<file path="src/rtl/fifo_sc_prog.sv">
`default_nettype none
// +--------------------------------------------------------------------------+
// | fifo_sc_prog: single-clock FIFO, programmable thresholds, sticky errors.  |
// | Optional peak-occupancy output via macro FIFO_STATS_EN. Rev 1.0           |
// +--------------------------------------------------------------------------+
module fifo_sc_prog #(
  parameter int DWIDTH    = 8,
  parameter int AWIDTH    = 4,
  parameter bit SHOWAHEAD = 1'b1
) (
  input  logic              clk_i,
  input  logic              srst_i,
  input  logic [DWIDTH-1:0] data_i,
  input  logic              wrreq_i,
  input  logic              rdreq_i,
  input  logic [AWIDTH:0]   almost_full_thr_i,
  input  logic [AWIDTH:0]   almost_empty_thr_i,
  input  logic              err_clr_i,
  output logic [DWIDTH-1:0] q_o,
  output logic [AWIDTH:0]   usedw_o,
  output logic              empty_o,
  output logic              full_o,
  output logic              almost_full_o,
  output logic              almost_empty_o,
  output logic              ovf_o,
  output logic              unf_o
`ifdef FIFO_STATS_EN
  ,
  output logic [AWIDTH:0]   max_usedw_o
`endif
);

  localparam int                DEPTH     = 2**AWIDTH;
  localparam logic [AWIDTH:0]   c_DEPTH   = (AWIDTH+1)'(DEPTH);
  localparam logic [AWIDTH:0]   c_CNT_ONE = (AWIDTH+1)'(1);
  localparam logic [AWIDTH-1:0] c_PTR_ONE = AWIDTH'(1);

  logic [DWIDTH-1:0] mem_q [DEPTH];
  logic [AWIDTH-1:0] wr_ptr_q, rd_ptr_q;
  logic [AWIDTH:0]   usedw_q, usedw_d;
  logic              empty_q, full_q, afull_q, aempty_q, ovf_q, unf_q;
  logic              wr_en, rd_en;

  always_comb begin
    wr_en   = wrreq_i & ~full_q;
    rd_en   = rdreq_i & ~empty_q;
    usedw_d = usedw_q;
    if (wr_en && !rd_en) begin
      usedw_d = usedw_q + c_CNT_ONE;
    end else if (!wr_en && rd_en) begin
      usedw_d = usedw_q - c_CNT_ONE;
    end
  end

  // Status flags are computed from the next-state count so they move with usedw_o.
  always_ff @(posedge clk_i) begin
    if (srst_i) begin
      wr_ptr_q <= '0;
      rd_ptr_q <= '0;
      usedw_q  <= '0;
      empty_q  <= 1'b1;
      full_q   <= 1'b0;
      afull_q  <= (almost_full_thr_i == '0);
      aempty_q <= (almost_empty_thr_i != '0);
      ovf_q    <= 1'b0;
      unf_q    <= 1'b0;
    end else begin
      if (wr_en) wr_ptr_q <= wr_ptr_q + c_PTR_ONE;
      if (rd_en) rd_ptr_q <= rd_ptr_q + c_PTR_ONE;
      usedw_q  <= usedw_d;
      empty_q  <= (usedw_d == '0);
      full_q   <= (usedw_d == c_DEPTH);
      afull_q  <= (usedw_d >= almost_full_thr_i);
      aempty_q <= (usedw_d < almost_empty_thr_i);
      if (wrreq_i && full_q) begin
        ovf_q <= 1'b1;
      end else if (err_clr_i) begin
        ovf_q <= 1'b0;
      end
      if (rdreq_i && empty_q) begin
        unf_q <= 1'b1;
      end else if (err_clr_i) begin
        unf_q <= 1'b0;
      end
    end
  end

  always_ff @(posedge clk_i) begin
    if (wr_en && !srst_i) begin
      mem_q[wr_ptr_q] <= data_i;
    end
  end

  generate
    if (SHOWAHEAD) begin : g_showahead
      assign q_o = mem_q[rd_ptr_q];
    end else begin : g_registered
      logic [DWIDTH-1:0] q_q;
      always_ff @(posedge clk_i) begin
        if (srst_i) begin
          q_q <= '0;
        end else if (rd_en) begin
          q_q <= mem_q[rd_ptr_q];
        end
      end
      assign q_o = q_q;
    end
  endgenerate

`ifdef FIFO_STATS_EN
  logic [AWIDTH:0] max_usedw_q;
  always_ff @(posedge clk_i) begin
    if (srst_i) begin
      max_usedw_q <= '0;
    end else if (err_clr_i) begin
      max_usedw_q <= usedw_q;
    end else if (usedw_q > max_usedw_q) begin
      max_usedw_q <= usedw_q;
    end
  end
  assign max_usedw_o = max_usedw_q;
`endif

  assign usedw_o        = usedw_q;
  assign empty_o        = empty_q;
  assign full_o         = full_q;
  assign almost_full_o  = afull_q;
  assign almost_empty_o = aempty_q;
  assign ovf_o          = ovf_q;
  assign unf_o          = unf_q;

endmodule
`default_nettype wire
</file>
<file path="config.mk">
export PLATFORM = sky130hd
export DESIGN_NAME = fifo_sc_prog
export DESIGN_NICKNAME = d
export VERILOG_FILES = /design/src/rtl/fifo_sc_prog.sv
export SDC_FILE = /design/constraint.sdc
export NUM_CORES = 1
export LEC_CHECK = 0
export ABC_AREA = 1
export BUFFER_PORTS_ARGS = -buffer_cell sky130_fd_sc_hd__buf_2
export CORE_MARGIN = 3
export CORE_UTILIZATION = 40
export CTS_CLUSTER_SIZE = 16
export DETAILED_ROUTE_END_ITERATION = 10
export GPL_TIMING_DRIVEN = 0
export MAX_ROUTING_LAYER = met4
export PLACE_DENSITY_LB_ADDON = 0.2
export SLEW_MARGIN = 20
export SYNTH_ARGS = -nofsm -noshare
export SYNTH_HDL_FRONTEND = slang
export SYNTH_SLANG_ARGS = --single-unit
</file>
<file path="constraint.sdc">
create_clock -name clk_i -period 2.2 [get_ports clk_i]
set_clock_uncertainty 0.1 [all_clocks]
set_input_delay 0.11 -clock clk_i [delete_from_list [all_inputs] [get_ports clk_i]]
set_output_delay 0.11 -clock clk_i [all_outputs]
set_load 0.02 [all_outputs]
</file>
======== Word level (Yosys, flattened, before mapping) ========
Memory sizes are Yosys's and may differ from the RTL's. A register that Yosys moved wholly into a read port is not among the register bits.
Index checks and enable logic that the tools add are counted.
W data, S select, Z words.
storage, ports and cells
  logic and storage cells ................. 45
  memories kept ........................... 1
  register bits after elaboration ......... 19
  input port bits ......................... 23
  bits in writable memories ............... 128
  output and inout port bits .............. 19
memories
  name   depth  bits a word  rd ports  clocked after memory_dff  write ports  line  source
  mem_q  16     8            1         1                         1            38    logic [DWIDTH-1:0] mem_q [DEPTH];
cells by class
  order comparisons ....................... 2
  $add $sub $neg .......................... 4
  equal/unequal tests ..................... 1
  mux-type cells .......................... 11
  bitwise gates (word level) .............. 4
  reductions and logical operators ........ 13
operator list
  kind                   count
  $logic_not A5 Y1       2
  $mux W5                2
  $add A4 B1 Y4 const B  2
  $mux W4                2
  $mux W1                7
  $add A5 B1 Y5 const B  1
  $eq A5 B5 Y1 const B   1
  $ge A5 B5 Y1           1
  $logic_and A1 B1 Y1    5
  $lt A5 B5 Y1           1
  $reduce_bool A5 Y1     1
  $sub A5 B1 Y5 const B  1
  $reduce_bool A2 Y1     2
  $logic_not A1 Y1       3
  $and A1 B1 Y1          2
  $not A1 Y1             2

======== Logic depth before layout (Yosys ltp) ========
  word-level depth ........................ 8
  mapped depth ............................ 14
  depth with buffers taken out ............ 14

======== Worst setup path after synthesis ========
No wires, ideal clock.
  kind .................................... reg-to-reg
  start ................................... reg usedw_q[0] (netlist: usedw_o[0])
  end ..................................... reg afull_q (netlist: almost_full_o)
  path buffers ............................ 0
  stages on the path, launching flop included .. 12
  library setup time ...................... 130 ps
  data arrival time ....................... 1881 ps
  required time ........................... 1970 ps
  clock period less this slack ............ 2111 ps
  setup slack ............................. 89 ps
  cell sequence ........................... dfxtp_1 > inv_1 > ha_1 > nand3_1 > nand3b_1 > nand2_2 > inv_1 > ha_1 > a21oi_1 > o21ai_0 > o31ai_1 > o21ai_0
on the way
  longest elaborated chain between the ends .. 5
  elaborated cells between the ends (all ways) .. 6
  classes of those cells .................. add/sub (2); order compare (1); mux (3)
RTL lines
  what                      line  source
  start: declaration        40    logic [AWIDTH:0] usedw_q, usedw_d;
  start signal: assignment  70    usedw_q <= usedw_d;
  $sub A5 B1 Y5             51    usedw_d = usedw_q - c_CNT_ONE;
  $mux W5                   50    end else if (!wr_en && rd_en) begin
  $mux W5 (*)               48    if (wr_en && !rd_en) begin
  named net usedw_d[4]      40
  $ge A5 B5 Y1 (*)          73    afull_q <= (usedw_d >= almost_full_thr_i);
  $mux W1 (*)               57    if (srst_i) begin
  end signal: assignment    63    afull_q <= (almost_full_thr_i == '0);
  end signal: assignment    73
  end: declaration          41    logic empty_q, full_q, afull_q, aempty_q, ovf_q, unf_q;
The timed path passes the listed nets; every way through them passes the cells marked *.
A chain may end at the register's enable or synchronous reset.

======== Final worst setup path ========
Ends and elaborated chain as after synthesis.

==> results.py <==
metrics = {
    "run_status": {
        "status": "finished with violations",
        "violations": "negative setup slack",
    },
    "layout": {
        "nNetsFinal": 693,
        "syn2layout_area_growth_pct": 21.2,
        "num-fill-cells": 1371,
        "drive_gt1_share_pct": 20.1,
        "finalInstanceArea_sq_um": 7830,
        "antenna_cells": 0,
    },
    "floorplan": {
        "die_height_um": 133,
        "start_util_pct": 41.7,
        "io_pins": 42,
        "rows": 45,
        "die_area_sq_um": 17700,
        "core_sq_um": 15500,
        "die_w_um": 133,
    },
    "synthesis": {
        "synth_cell_type_count": 32,
        "synth_area_leaders": "edfxtp_1, nor2_1, dfxtp_1, o21ai_0, o211ai_1",
        "synth_top_area_share_pct": 59.5,
        "avgSynthCellArea_sq_um": 11.1,
        "syn_nets": 620,
        "syn_area_sq_um": 6460,
        "synth_seq_cells": 151,
        "seq_area_frac_synth_pct": 66.7,
        "syn_inst": 581,
        "yosys.area.top_type": "edfxtp_1",
        "ys_warn_count": 0,
    },
    "global_routing": {
        "first_global_vias": 4520,
        "grt_pass1_wl_um": 25300,
        "grt_max_degree": 17,
        "antenna_found_initial": 0,
        "gr-total-overflow": 0,
        "track_usage_pct": 19.6,
    },
    "clock_tree": {
        "clkTransAtPathRegs_ns": 0.06,
        "cts-root-buf": "clkbuf_16",
        "cts.sinks": 151,
        "cts_made_buffers": 17,
        "tritoncts": "done",
        "clk_latency_ns": 0.42,
        "cts_setup_buffers": 0,
        "h-tree-depth": 4,
        "clock_path_buffers": 2,
    },
    "place": {
        "dp_hpwl_um": 11000,
        "place_area_sq_um": 6930,
        "gp_congestion": 0.874,
        "port_buffers": 41,
    },
    "critical_path": {
        "cp-start-kind": "register",
        "path_class": "reg2reg",
        "worstSetupEndpoint": "almost_full_o$_DFF_P_",
        "cp.arrival_ns": 2.43,
        "r2r_cells": 12,
        "crit_path_end_kind": "register",
        "cp.depth": 12,
        "cpPeakStageDelay_ns": 0.40,
        "timing.rr.end": "almost_full_o$_DFF_P_",
        "crit_chain": "inv_1, ha_2, nand3_1, nand2_1, nand2_1, nand2_2, inv_2, ha_4, a21oi_1, o21ai_0, o31ai_1, o21ai_1",
        "slowest_stage": "dfxtp_4",
        "cp_top_family": "compound AO/OA/AOI/OAI gates",
        "crit_path_start": "usedw_o[0]$_SDFF_PP0_",
        "ff2ff_setup_slack_ns": -0.05,
        "r2r_start": "usedw_o[0]$_SDFF_PP0_",
        "cp_max_fo": 7,
        "cpMostUsedCell": "nand2_1",
        "cp.required_ns": 2.38,
        "crit_buf_inv": 2,
    },
    "timing": {
        "final-hold-violation-count": 0,
        "max_freq_mhz": 444,
        "slew_headroom_pct": 34.4,
        "post-route-worst-setup-slack_ns": -0.0500,
        "setup_viol": 1,
        "worst_pin_slew_ns": 0.980,
        "min_period_over_period_pct": 102,
        "fin_hold_ws_ns": 0.0214,
        "grt_setup_unrepaired": "yes",
        "report.final.slew_viol_count": 0,
        "finalCriticalPeriod_ns": 2.25,
    },
    "drt": {
        "dr.pass1.iters": 5,
        "top_layer_used": "met4",
        "wl_met2_um": 7950,
        "drc": 0,
        "dr.first_iter.drc_count": 369,
        "met1_length_um": 7230,
        "routedWlPerCell_um": 18.7,
        "dr_wl_met3_um": 850,
        "num_vias": 4603,
        "viasPerCell": 5.25,
        "ant_nets": 0,
        "wl_um": 16400,
    },
    "power_and_ir_drop": {
        "swShare_pct": 24.7,
        "p_per_area_nw_per_um2": 912,
        "peakVddDrop_uv": 565,
        "p_leak_nw": 2.83,
        "p_sw_mw": 1.76,
        "p_comb_share_pct": 13.9,
        "clockPowerShare_pct": 41.3,
        "p_int_mw": 5.37,
        "seqPwrFrac_pct": 44.8,
    },
    "min_path": {
        "hold_path_class": "in2reg",
    },
    "job": {
        "maxCapViolations": 0,
    },
}
[cell usage in the layout, fill, tap and decap left out, types with 7 or more instances in the layout]
cell / count
edfxtp_1: 128
nor2_1: 123
o21ai_0: 61
nand2_1: 48
buf_2: 39
o211ai_1: 32
inv_1: 27
nand3_1: 26
dfxtp_1: 17
clkbuf_16: 17
o21ai_1: 13
a21oi_1: 12
ha_1: 12
dlygate4sd3_1: 12
buf_4: 8
clkbuf_2: 7
[registers in the layout, summed over array words and instances (netlist names), named ones only]
name,cells
ovf_o,1
full_o,1
wr_ptr_q,4
rd_ptr_q,4
almost_full_o,1
unf_o,1
empty_o,1
usedw_o,5
almost_empty_o,1
mem_q,128
[how the worst min path moves through the flow]
| stage | start | to | slack [ns] | depth (start not counted) |
|---|---|---|---|---|
| floorplan | srst_i | usedw_o[4]$_SDFF_PP0_ | 0.09 | 1 |
| global placement | srst_i | usedw_o[4]$_SDFF_PP0_ | 0.23 | 2 |
| detailed placement | srst_i | usedw_o[4]$_SDFF_PP0_ | 0.24 | 2 |
| CTS | data_i[5] | mem_q[3][5]$_DFFE_PP_ | 0.006 | 1 |
| global route | data_i[5] | mem_q[10][5]$_DFFE_PP_ | 0.005 | 1 |
| finish | data_i[5] | mem_q[0][5]$_DFFE_PP_ | 0.02 | 1 |
[repair_timing]
action,CTS,global route
gates resized for setup,28,56
pin swaps,2,15
hold endpoints to repair,24,2
cloned,1,0
endpoints found under the setup margin,9,9
hold buffers,11,1
[metrics by stage]
step           TNS [ns]  utilization (%)  cells  power (mW)  worst slack (ns)
2_1_floorplan         0                -    581        3.80            0.0890
3_3_place_gp    -0.0354             44.7    833        4.11           -0.0354
3_5_place_dp    -0.0769             44.7    833        4.13           -0.0769
4_1_cts         -0.0332             49.6    876        7.09           -0.0216
5_1_grt          -0.606             50.5    877        7.40            -0.186
6_report        -0.0500             50.5    877        7.13           -0.0500
[metal layers]
metal	vias up	global-route usage, %
li1	2208	-
met1	2222	25.2
met2	141	29.9
met3	32	4.79
met4	0	8.14
met5	-	-
[power by group through the flow]
| stage | sequential, mW | clock, mW | combinational (mW) |
|---|---|---|---|
| finish | 3.20 | 2.95 | 0.989 |
| global route | 3.20 | 3.10 | 1.10 |
| CTS | 3.19 | 2.97 | 0.924 |
| detailed placement | 3.25 | 0 | 0.881 |
| global placement | 3.25 | 0 | 0.864 |
| floorplan | 3.27 | 0 | 0.531 |
[kinds of logic (layout without fill, tap and decap cells)]
group / Yosys count / after routing / share of synthesized area, %
and+or+nand+nor: 228 / 228 / 15.0
DFF: 151 / 151 / 66.7
AOI/OAI and AO/OA: 125 / 125 / 11.1
buffers and inverters: 61 / 146 / 4.17
adders and majority gates: 16 / 16 / 3.10
[layout make-up]
class	count	area [sq um]	share of cell area [%]
inverter	35	143	1.82
tap	211	264	3.37
clock buffer	20	437	5.58
timing repair buffer	54	347	4.43
clock inverter	11	156	2.00
buffer	26	195	2.49
sequential	151	4310	55.1
multi-input combinational	369	1970	25.2
[synthesized netlist by cell type]
cell type,count
nor4_1,1
nand2_4,1
buf_6,2
edfxtp_1,128
nor3b_1,1
nand2_1,50
nand3b_1,2
clkinv_1,1
nand4_1,2
nor3_1,5
o211ai_1,32
clkbuf_2,1
nor2_1,128
clkbuf_1,14
nor2_4,2
inv_1,29
nor2_2,3
o21ai_0,74
nand3_2,2
buf_4,4
and3_1,1
inv_2,4
buf_2,5
inv_4,1
nand3_1,27
nand2_2,3
o21ai_1,3
dfxtp_1,23
o31ai_1,1
a21oi_1,13
a21oi_2,2
ha_1,16
(Power assumes the default switching activity.)
